[src/rtl/fft_stage_sequencer_if.sv]
// RAM / butterfly-side bus of the FFT stage sequencer: bank select, read pair,
// delayed write pair and twiddle index.
interface fft_stage_sequencer_if #(
  parameter int ADDR_W = 5
);
  logic              bank_select;
  logic              rd_en;
  logic [ADDR_W-1:0] rd_address1;
  logic [ADDR_W-1:0] rd_address2;
  logic              wr_en;
  logic [ADDR_W-1:0] wr_address1;
  logic [ADDR_W-1:0] wr_address2;
  logic [ADDR_W-2:0] twiddle_idx;

  modport master (
    output bank_select, rd_en, rd_address1, rd_address2,
           wr_en, wr_address1, wr_address2, twiddle_idx
  );

  modport slave (
    input  bank_select, rd_en, rd_address1, rd_address2,
           wr_en, wr_address1, wr_address2, twiddle_idx
  );
endinterface

[src/rtl/fft_stage_sequencer.sv]
// Walks an in-place radix-2 DIT FFT through all log2(N) stages over a ping-pong RAM.
// Optional abort input enabled by defining FFT_SEQ_ABORT_EN.
module fft_stage_sequencer #(
  parameter int N      = 32,
  parameter int ADDR_W = $clog2(N),
  parameter int LAT    = 4
) (
  input  logic              clk,
  input  logic              reset,
  input  logic              start,
`ifdef FFT_SEQ_ABORT_EN
  input  logic              abort,
`endif
  output logic              busy,
  output logic              done,
  output logic [ADDR_W-1:0] stage,
  output logic              result_bank,
  fft_stage_sequencer_if.master ram
);

  localparam int JW = ADDR_W - 1;
  localparam int DW = $clog2(LAT + 1);
  localparam logic [JW-1:0]     J_LAST = JW'(N / 2 - 1);
  localparam logic [ADDR_W-1:0] S_LAST = ADDR_W'(ADDR_W - 1);
  localparam logic [DW-1:0]     D_LAST = DW'(LAT - 1);

  typedef enum logic [2:0] {IDLE, READ, DRAIN, SWAP, DONE} state_t;

  state_t            state_q, state_d;
  logic [JW-1:0]     j_q, j_d;
  logic [ADDR_W-1:0] stage_q, stage_d;
  logic              bank_q, bank_d;
  logic              result_q, result_d;
  logic [DW-1:0]     dcnt_q, dcnt_d;
  logic              abort_hit;

`ifdef FFT_SEQ_ABORT_EN
  assign abort_hit = abort && (state_q != IDLE);
`else
  assign abort_hit = 1'b0;
`endif

  always_ff @(posedge clk or negedge reset) begin
    if (!reset) begin
      state_q  <= IDLE;
      j_q      <= '0;
      stage_q  <= '0;
      bank_q   <= 1'b1;
      result_q <= 1'b0;
      dcnt_q   <= '0;
    end else begin
      state_q  <= state_d;
      j_q      <= j_d;
      stage_q  <= stage_d;
      bank_q   <= bank_d;
      result_q <= result_d;
      dcnt_q   <= dcnt_d;
    end
  end

  always_comb begin
    state_d  = state_q;
    j_d      = j_q;
    stage_d  = stage_q;
    bank_d   = bank_q;
    result_d = result_q;
    dcnt_d   = dcnt_q;
    case (state_q)
      IDLE: begin
        if (start) begin
          state_d = READ;
          j_d     = '0;
          stage_d = '0;
          bank_d  = 1'b1;
        end
      end
      READ: begin
        j_d = j_q + 1'b1;
        if (j_q == J_LAST) begin
          state_d = DRAIN;
          j_d     = '0;
          dcnt_d  = '0;
        end
      end
      DRAIN: begin
        dcnt_d = dcnt_q + 1'b1;
        if (dcnt_q == D_LAST) state_d = SWAP;
      end
      SWAP: begin
        if (stage_q < S_LAST) begin
          state_d = READ;
          bank_d  = ~bank_q;
          stage_d = stage_q + 1'b1;
          j_d     = '0;
        end else begin
          state_d  = DONE;
          result_d = bank_q;
        end
      end
      DONE:    state_d = IDLE;
      default: state_d = IDLE;
    endcase
    if (abort_hit) begin
      state_d = IDLE;
      bank_d  = 1'b1;
      stage_d = '0;
      j_d     = '0;
      dcnt_d  = '0;
    end
  end

  // Pair address generation: split j into group/position within the current butterfly span.
  logic [ADDR_W-1:0] j_ext, half, pos, grp, a1, a2;
  logic [JW-1:0]     tw;
  logic              rd_en_c;

  always_comb begin
    j_ext = {1'b0, j_q};
    half  = ADDR_W'(1) << stage_q;
    pos   = j_ext & (half - 1'b1);
    grp   = j_ext >> stage_q;
    a1    = (grp << (stage_q + 1'b1)) | pos;
    a2    = a1 + half;
    tw    = JW'(pos << (S_LAST - stage_q));
  end

  assign rd_en_c         = (state_q == READ);
  assign ram.rd_en       = rd_en_c;
  assign ram.rd_address1 = rd_en_c ? a1 : '0;
  assign ram.rd_address2 = rd_en_c ? a2 : '0;
  assign ram.twiddle_idx = rd_en_c ? tw : '0;
  assign ram.bank_select = bank_q;

  logic [LAT-1:0]    en_sr;
  logic [ADDR_W-1:0] a1_sr [LAT];
  logic [ADDR_W-1:0] a2_sr [LAT];

  always_ff @(posedge clk or negedge reset) begin
    if (!reset) begin
      en_sr <= '0;
      for (int unsigned i = 0; i < LAT; i++) begin
        a1_sr[i] <= '0;
        a2_sr[i] <= '0;
      end
    end else if (abort_hit) begin
      en_sr <= '0;
      for (int unsigned i = 0; i < LAT; i++) begin
        a1_sr[i] <= '0;
        a2_sr[i] <= '0;
      end
    end else begin
      en_sr[0] <= rd_en_c;
      a1_sr[0] <= ram.rd_address1;
      a2_sr[0] <= ram.rd_address2;
      for (int unsigned i = 1; i < LAT; i++) begin
        en_sr[i] <= en_sr[i-1];
        a1_sr[i] <= a1_sr[i-1];
        a2_sr[i] <= a2_sr[i-1];
      end
    end
  end

  assign ram.wr_en       = en_sr[LAT-1];
  assign ram.wr_address1 = a1_sr[LAT-1];
  assign ram.wr_address2 = a2_sr[LAT-1];

  assign busy        = (state_q == READ) || (state_q == DRAIN) || (state_q == SWAP);
  assign done        = (state_q == DONE);
  assign stage       = stage_q;
  assign result_bank = result_q;

endmodule
[src/flat_wrapper.sv]
// flat-port wrapper written by rule: the top's interface ports become plain ports
module fft_stage_sequencer_flat 
#(
  parameter int N      = 32,
  parameter int ADDR_W = $clog2(N),
  parameter int LAT    = 4
)
  (clk, reset, start, busy, done, stage, result_bank, ram_bank_select, ram_rd_en, ram_rd_address1, ram_rd_address2, ram_wr_en, ram_wr_address1, ram_wr_address2, ram_twiddle_idx);
  fft_stage_sequencer_if #(.ADDR_W(ADDR_W)) ram_i ();
  input  logic clk;
  input  logic reset;
  input  logic start;
  output logic busy;
  output logic done;
  output logic [ADDR_W-1:0] stage;
  output logic result_bank;
  output wire logic [$bits(ram_i.bank_select)-1:0] ram_bank_select;
  output wire logic [$bits(ram_i.rd_en)-1:0] ram_rd_en;
  output wire logic [$bits(ram_i.rd_address1)-1:0] ram_rd_address1;
  output wire logic [$bits(ram_i.rd_address2)-1:0] ram_rd_address2;
  output wire logic [$bits(ram_i.wr_en)-1:0] ram_wr_en;
  output wire logic [$bits(ram_i.wr_address1)-1:0] ram_wr_address1;
  output wire logic [$bits(ram_i.wr_address2)-1:0] ram_wr_address2;
  output wire logic [$bits(ram_i.twiddle_idx)-1:0] ram_twiddle_idx;
  assign ram_bank_select = ram_i.bank_select;
  assign ram_rd_en = ram_i.rd_en;
  assign ram_rd_address1 = ram_i.rd_address1;
  assign ram_rd_address2 = ram_i.rd_address2;
  assign ram_wr_en = ram_i.wr_en;
  assign ram_wr_address1 = ram_i.wr_address1;
  assign ram_wr_address2 = ram_i.wr_address2;
  assign ram_twiddle_idx = ram_i.twiddle_idx;
  fft_stage_sequencer #(.N(N), .ADDR_W(ADDR_W), .LAT(LAT)) u_core (.clk(clk), .reset(reset), .start(start), .busy(busy), .done(done), .stage(stage), .result_bank(result_bank), .ram(ram_i));
endmodule
[config.mk]
export PLATFORM = sky130hd
export DESIGN_NAME = fft_stage_sequencer_flat
export DESIGN_NICKNAME = d
export VERILOG_FILES = /design/src/rtl/fft_stage_sequencer_if.sv /design/src/rtl/fft_stage_sequencer.sv /design/src/flat_wrapper.sv
export SDC_FILE = /design/constraint.sdc
export NUM_CORES = 1
export LEC_CHECK = 0
export CAP_MARGIN = 10
export CORE_ASPECT_RATIO = 1.4
export CORE_MARGIN = 5
export CORE_UTILIZATION = 54
export DETAILED_ROUTE_END_ITERATION = 6
export PLACE_DENSITY = 0.79
export SETUP_SLACK_MARGIN = 0.3
export SLEW_MARGIN = 25
export SYNTH_ARGS = -nofsm -noshare
export SYNTH_HDL_FRONTEND = slang
export SYNTH_SLANG_ARGS = --single-unit
[constraint.sdc]
create_clock -name clk -period 4.2 [get_ports clk]
set_clock_uncertainty 0.1 [all_clocks]
set_input_delay 0.42 -clock clk [delete_from_list [all_inputs] [get_ports clk]]
set_output_delay 0.42 -clock clk [all_outputs]
set_load 0.05 [all_outputs]
# [Yosys cells after proc, flatten, opt, wreduce, memory -nomap -nowiden]
# Cells that the tools add are included.
[totals] register_bits=61 output_inout_bits=35
[classes] add_sub_neg=6 n_lt_le_gt_ge=1 eq_ne=10 shifts=4 mux=20 bitwise_logic=4 n_reduce_logical=11
[op_table] operator="5-bit two-way mux" n=4
[op_table] operator="4-bit two-way mux" n=4
[op_table] operator="3-bit two-way mux" n=5
[op_table] operator="3-bit case mux with 4 select lines" n=1
[op_table] operator="4-bit case mux with 3 select lines" n=1
[op_table] operator="5-bit case mux with 2 select lines" n=1
[op_table] operator="3-bit by 2-bit == test with 1-bit output (second input constant)" n=3
[op_table] operator="3-bit AND reduction" n=3
[op_table] operator="3-bit case mux with 2 select lines" n=1
[op_table] operator="5-bit by 1-bit adder with 5-bit output (second input constant)" n=1
[op_table] operator="5-bit adder" n=1
[op_table] operator="4-bit by 5-bit AND with 5-bit output" n=1
[op_table] operator="5-bit by 3-bit < comparator with 1-bit output (second input constant)" n=1
[op_table] operator="5-bit OR" n=1
[op_table] operator="1-bit by 5-bit << shifter with 5-bit output (first input constant)" n=1
[op_table] operator="5-bit by 5-bit << shifter with 4-bit output" n=1
[op_table] operator="5-bit by 5-bit << shifter with 5-bit output" n=1
[op_table] operator="4-bit by 5-bit >> shifter with 5-bit output" n=1
[op_table] operator="3-bit by 5-bit subtractor with 5-bit output (first input constant)" n=1
[op_table] operator="5-bit by 1-bit subtractor with 5-bit output (second input constant)" n=1
[op_table] operator="4-bit by 1-bit adder with 4-bit output (second input constant)" n=1
[op_table] operator="4-bit == test (second input constant)" n=1
[op_table] operator="2-bit by 1-bit inequality test with 1-bit output (second input constant)" n=2
[op_table] operator="2-bit inequality test (second input constant)" n=2
[op_table] operator="11 further kinds" n=16

# [Longest topological paths before layout]
[depth] ltp_word=6 depth_mapped=12 depth_no_buf=11

# [Worst setup path before layout]
# OpenSTA, ideal clock, no wires.
[synth_timing] kind="flip-flop to output port" start="reg u_core.stage_q[0], in the netlist u_core.stage[0]" end="out ram_rd_address2[4]" t_arrival_ps=3640 setup_slack_ps=40 path_stages_with_launch=13 path_buffers=2 path_cell_list="dfrtp_1 > buf_4 > clkinv_1 > ha_1 > clkbuf_1 > nor2_1 > a31o_2 > fa_1 > a21o_1 > a21oi_1 > xnor2_1 > o2111a_1 > a21o_1"
[synth_via] elab_chain_len=6 word_cells_on_any_way=9
[synth_rtl] element="start: declaration" line_no="fft_stage_sequencer.sv:31" source="logic [ADDR_W-1:0] stage_q, stage_d;"
[synth_rtl] element="start signal: assignment" line_no="fft_stage_sequencer.sv:54" source="stage_q <= stage_d;"
[synth_rtl] element="branches (longest 4 deep; another with 5-bit by 1-bit adder with 5-bit output)"
[synth_rtl] element="5-bit adder (*)" line_no="fft_stage_sequencer.sv:123" source="a2 = a1 + half;"
[synth_rtl] element="5-bit two-way mux (*)" line_no="fft_stage_sequencer.sv:130" source="assign ram.rd_address2 = rd_en_c ? a2 : '0;"
[synth_rtl] element="end: declaration" line_no="flat_wrapper.sv:20" source="output wire logic [$bits(ram_i.rd_address2)-1:0] ram_rd_address2;"
# Mark *: on every way between the ends.

# [Final worst setup path]
# Ends and elaborated chain as after synthesis.

==> key figures <==
Status
  • Result of the run: finished, final reports clean

Layout
  • Synth-to-layout area growth: 27.8%
  • Cell area after layout: 3580 µm²
  • Share of layout cells above drive strength 1: 0.245
  • Post-layout net count: 303
  • Antenna cells: 0

Logic synthesis
  • Number of standard cells after synthesis: 248
  • Portion of synthesized cell area occupied by the leading cell type: 0.536
  • Post-synthesis async set-or-reset flop share: 1.00
  • Yosys warning total: 0
  • Top cell types by occurrence after synthesis: 60 x dfrtp_1, 19 x nor2_1, 12 x buf_4, 11 x nand2_1
  • Largest cells by area after synthesis: dfrtp_1 54%, ha_1 4.5%, buf_4 3.2%
  • Number of enable flip-flop cells after synthesis: 0
  • Mapped Area: 2800 µm²
  • Top-count cell post-synth: dfrtp_1
  • Post-synthesis register bit count: 61
  • Sequential share of the synthesized area: 0.546
  • Cell type with the largest total area after synthesis: dfrtp_1
  • Synthesized net count: 262
  • Prevailing post-synth register cell: dfrtp_1
  • Avg Cell Area, Syn: 11.3 µm²
  • Unique cell type count in the Yosys netlist: 56

Timing
  • Crit path setup slack, layout: 311 ps
  • Portion of the clock cycle consumed by the worst path in the final layout: 0.926
  • Number of hold violations in the final report: 0
  • Max Clk Rate: 0.257 GHz
  • Final max-slew violation count: 0
  • Smallest hold slack: 242 ps
  • Pin slew with the least headroom to its limit: 533 ps
  • Worst slew margin relative to its limit: 0.644
  • Total of endpoints with negative setup slack in the final report: 0
  • Total negative slack: 0 ps
  • Tmin final: 3890 ps
  • Setup repair after global routing missed its margin: true

Clock network
  • TritonCTS clock tree: done
  • # clock sinks: 61
  • Root Buffer Master: clkbuf_8
  • Number of buffers added by the clock tree synthesis step: 9
  • Buffer depth of the longest clock path: 2
  • Register clock-pin slew on the reported worst setup and hold paths: 70 ps
  • Worst-Skew Late Latency: 330 ps
  • H-tree levels: 3

Placed design
  • HPWL Detailed: 4.16 mm
  • Gp weighted congestion: 0.942
  • Number of buffers inserted by port buffering: 37
  • Placed standard-cell area: 3160 µm²
  • Pre-CTS setup slack: 317 ps

Route
  • Post-DR wirelength/cell: 17.1 µm
  • DRC violations left: 0
  • Average vias per placed instance: 5.72
  • Vias post-DR: 2058
  • Number of DRC markers after the initial detailed-route iteration: 170
  • Pre-antenna DRT Iters: 4
  • Post-detailed-routing wire length: 6.16 mm
  • Post-DRT Antenna Nets: 0

GRT
  • Vias in the first global route: 2115
  • Largest net degree at the start of global routing: 47
  • GRT Util Overall: 0.195
  • Final global-route overflow total: 0
  • Initial antenna violation count: 0
  • Wire length of the first global-routing pass: 10.1 mm

Hold path
  • Hold/Removal Path Class: reg2reg

Die
  • Standard-cell row count: 31
  • Initial cell density of the core: 0.547
  • Placeable core area: 5120 µm²
  • Num ports: 38
  • DIE HEIGHT: 95.2 µm
  • Die width: 70.9 µm
  • Floorplan die area: 6750 µm²

Job
  • Max cap viols: 0

Critical path
  • Top cell family by delay on the critical path: compound AO/OA/AOI/OAI gates
  • CP Launch Type: register
  • Worst setup path category: reg2out
  • Largest driver fanout on the critical path: 5
  • Crit path buffers/inverters: 3
  • WP data required: 3680 ps
  • Cell chain of the critical path: clkbuf_2, buf_4, a21bo_2, a41oi_4, nor2_1, a31o_2, fa_2, a21o_1, a21oi_1, xnor2_1, o2111a_1, a21o_2, buf_12
  • Nature of the critical path endpoint: output pin
  • Slowest cell on the critical path: dfrtp_2
  • Critical path's largest stage delay: 430 ps
  • Arrival time worst endpoint: 3370 ps
==> cell usage in the layout (no fill, tap or decap), drive strengths merged, types with 6 or more instances in the layout <==
cell / count
o21ai: 12
clkdlybuf4s50: 31
nor2: 19
a21oi: 6
nand2: 11
and2: 9
nand3: 8
dfrtp: 60
a21o: 7
clkbuf: 11
nor3: 8
ha: 10
inv: 8
buf: 20
==> metal layers <==
layer	routed length, µm	GRT usage
met3	301	0.0422
met4	212	0.111
met1	2290	0.223
met5	0	0
met2	3360	0.337
==> layout make-up <==
type	instances	area, µm²
multi-input cells	153	1160
inverters	9	35.0
well taps	66	82.6
clock inverters	6	87.6
repair buffers	55	548
clock buffers	10	128
fillers	380	1540
flip-flops and latches	61	1530
==> sequential cells by signal (all words and copies together) (netlist names), 3 cells and up <==
register / cells
u_core.j_q: 4
u_core.dcnt_q: 3
u_core.a1_sr: 15
u_core.ram.wr_address2: 5
u_core.ram.wr_address1: 5
u_core.a2_sr: 15
u_core.en_sr: 4
u_core.state_q: 3
u_core.stage: 5
==> through the flow <==
stage,util,cells
after CTS,0.679,354
after floorplan,-,248
after global placement,0.617,331
after detailed placement,0.617,331
final,0.699,360
after global routing,0.699,360
==> cells by family after synthesis <==
logic type / Yosys count / share of synthesized area
AO/OA/AOI/OAI: 48 / 0.128
XOR/XNOR: 7 / 0.0219
adder cells (fa/ha/maj): 11 / 0.0518
buffers and inverters: 34 / 0.0639
flip-flops: 61 / 0.546
multiplexers: 6 / 0.0228
AND/OR/NAND/NOR: 81 / 0.166
==> repair_timing <==
| action | 4_1_cts | 5_1_grt |
|---|---|---|
| pin swaps | 0 | 5 |
| endpoints found under the hold margin | 14 | 0 |
| hold buffers | 1 | 0 |
| setup endpoints to repair | 4 | 3 |
| resized for setup | 9 | 12 |
| buffers inserted | 6 | 6 |
==> worst paths after layout <==
kind	slack, ps	cells past startpoint	to	start
max	310	13	ram_rd_address2[4]	u_core.stage[0]
max reg2reg	1120	12	u_core.a2_sr[19]	u_core.stage[0]
min	240	0	u_core.en_sr[1]	u_core.en_sr[0]
max in group asynchronous	2720	3	u_core.a1_sr[8]	reset
min reg2reg	240	0	u_core.en_sr[1]	u_core.en_sr[0]
min in group asynchronous	430	2	u_core.state_q[2]	reset
Power is left out: the tool's default activity adds up to more than one toggle a clock period on the data nets, which glitch-free logic cannot reach.
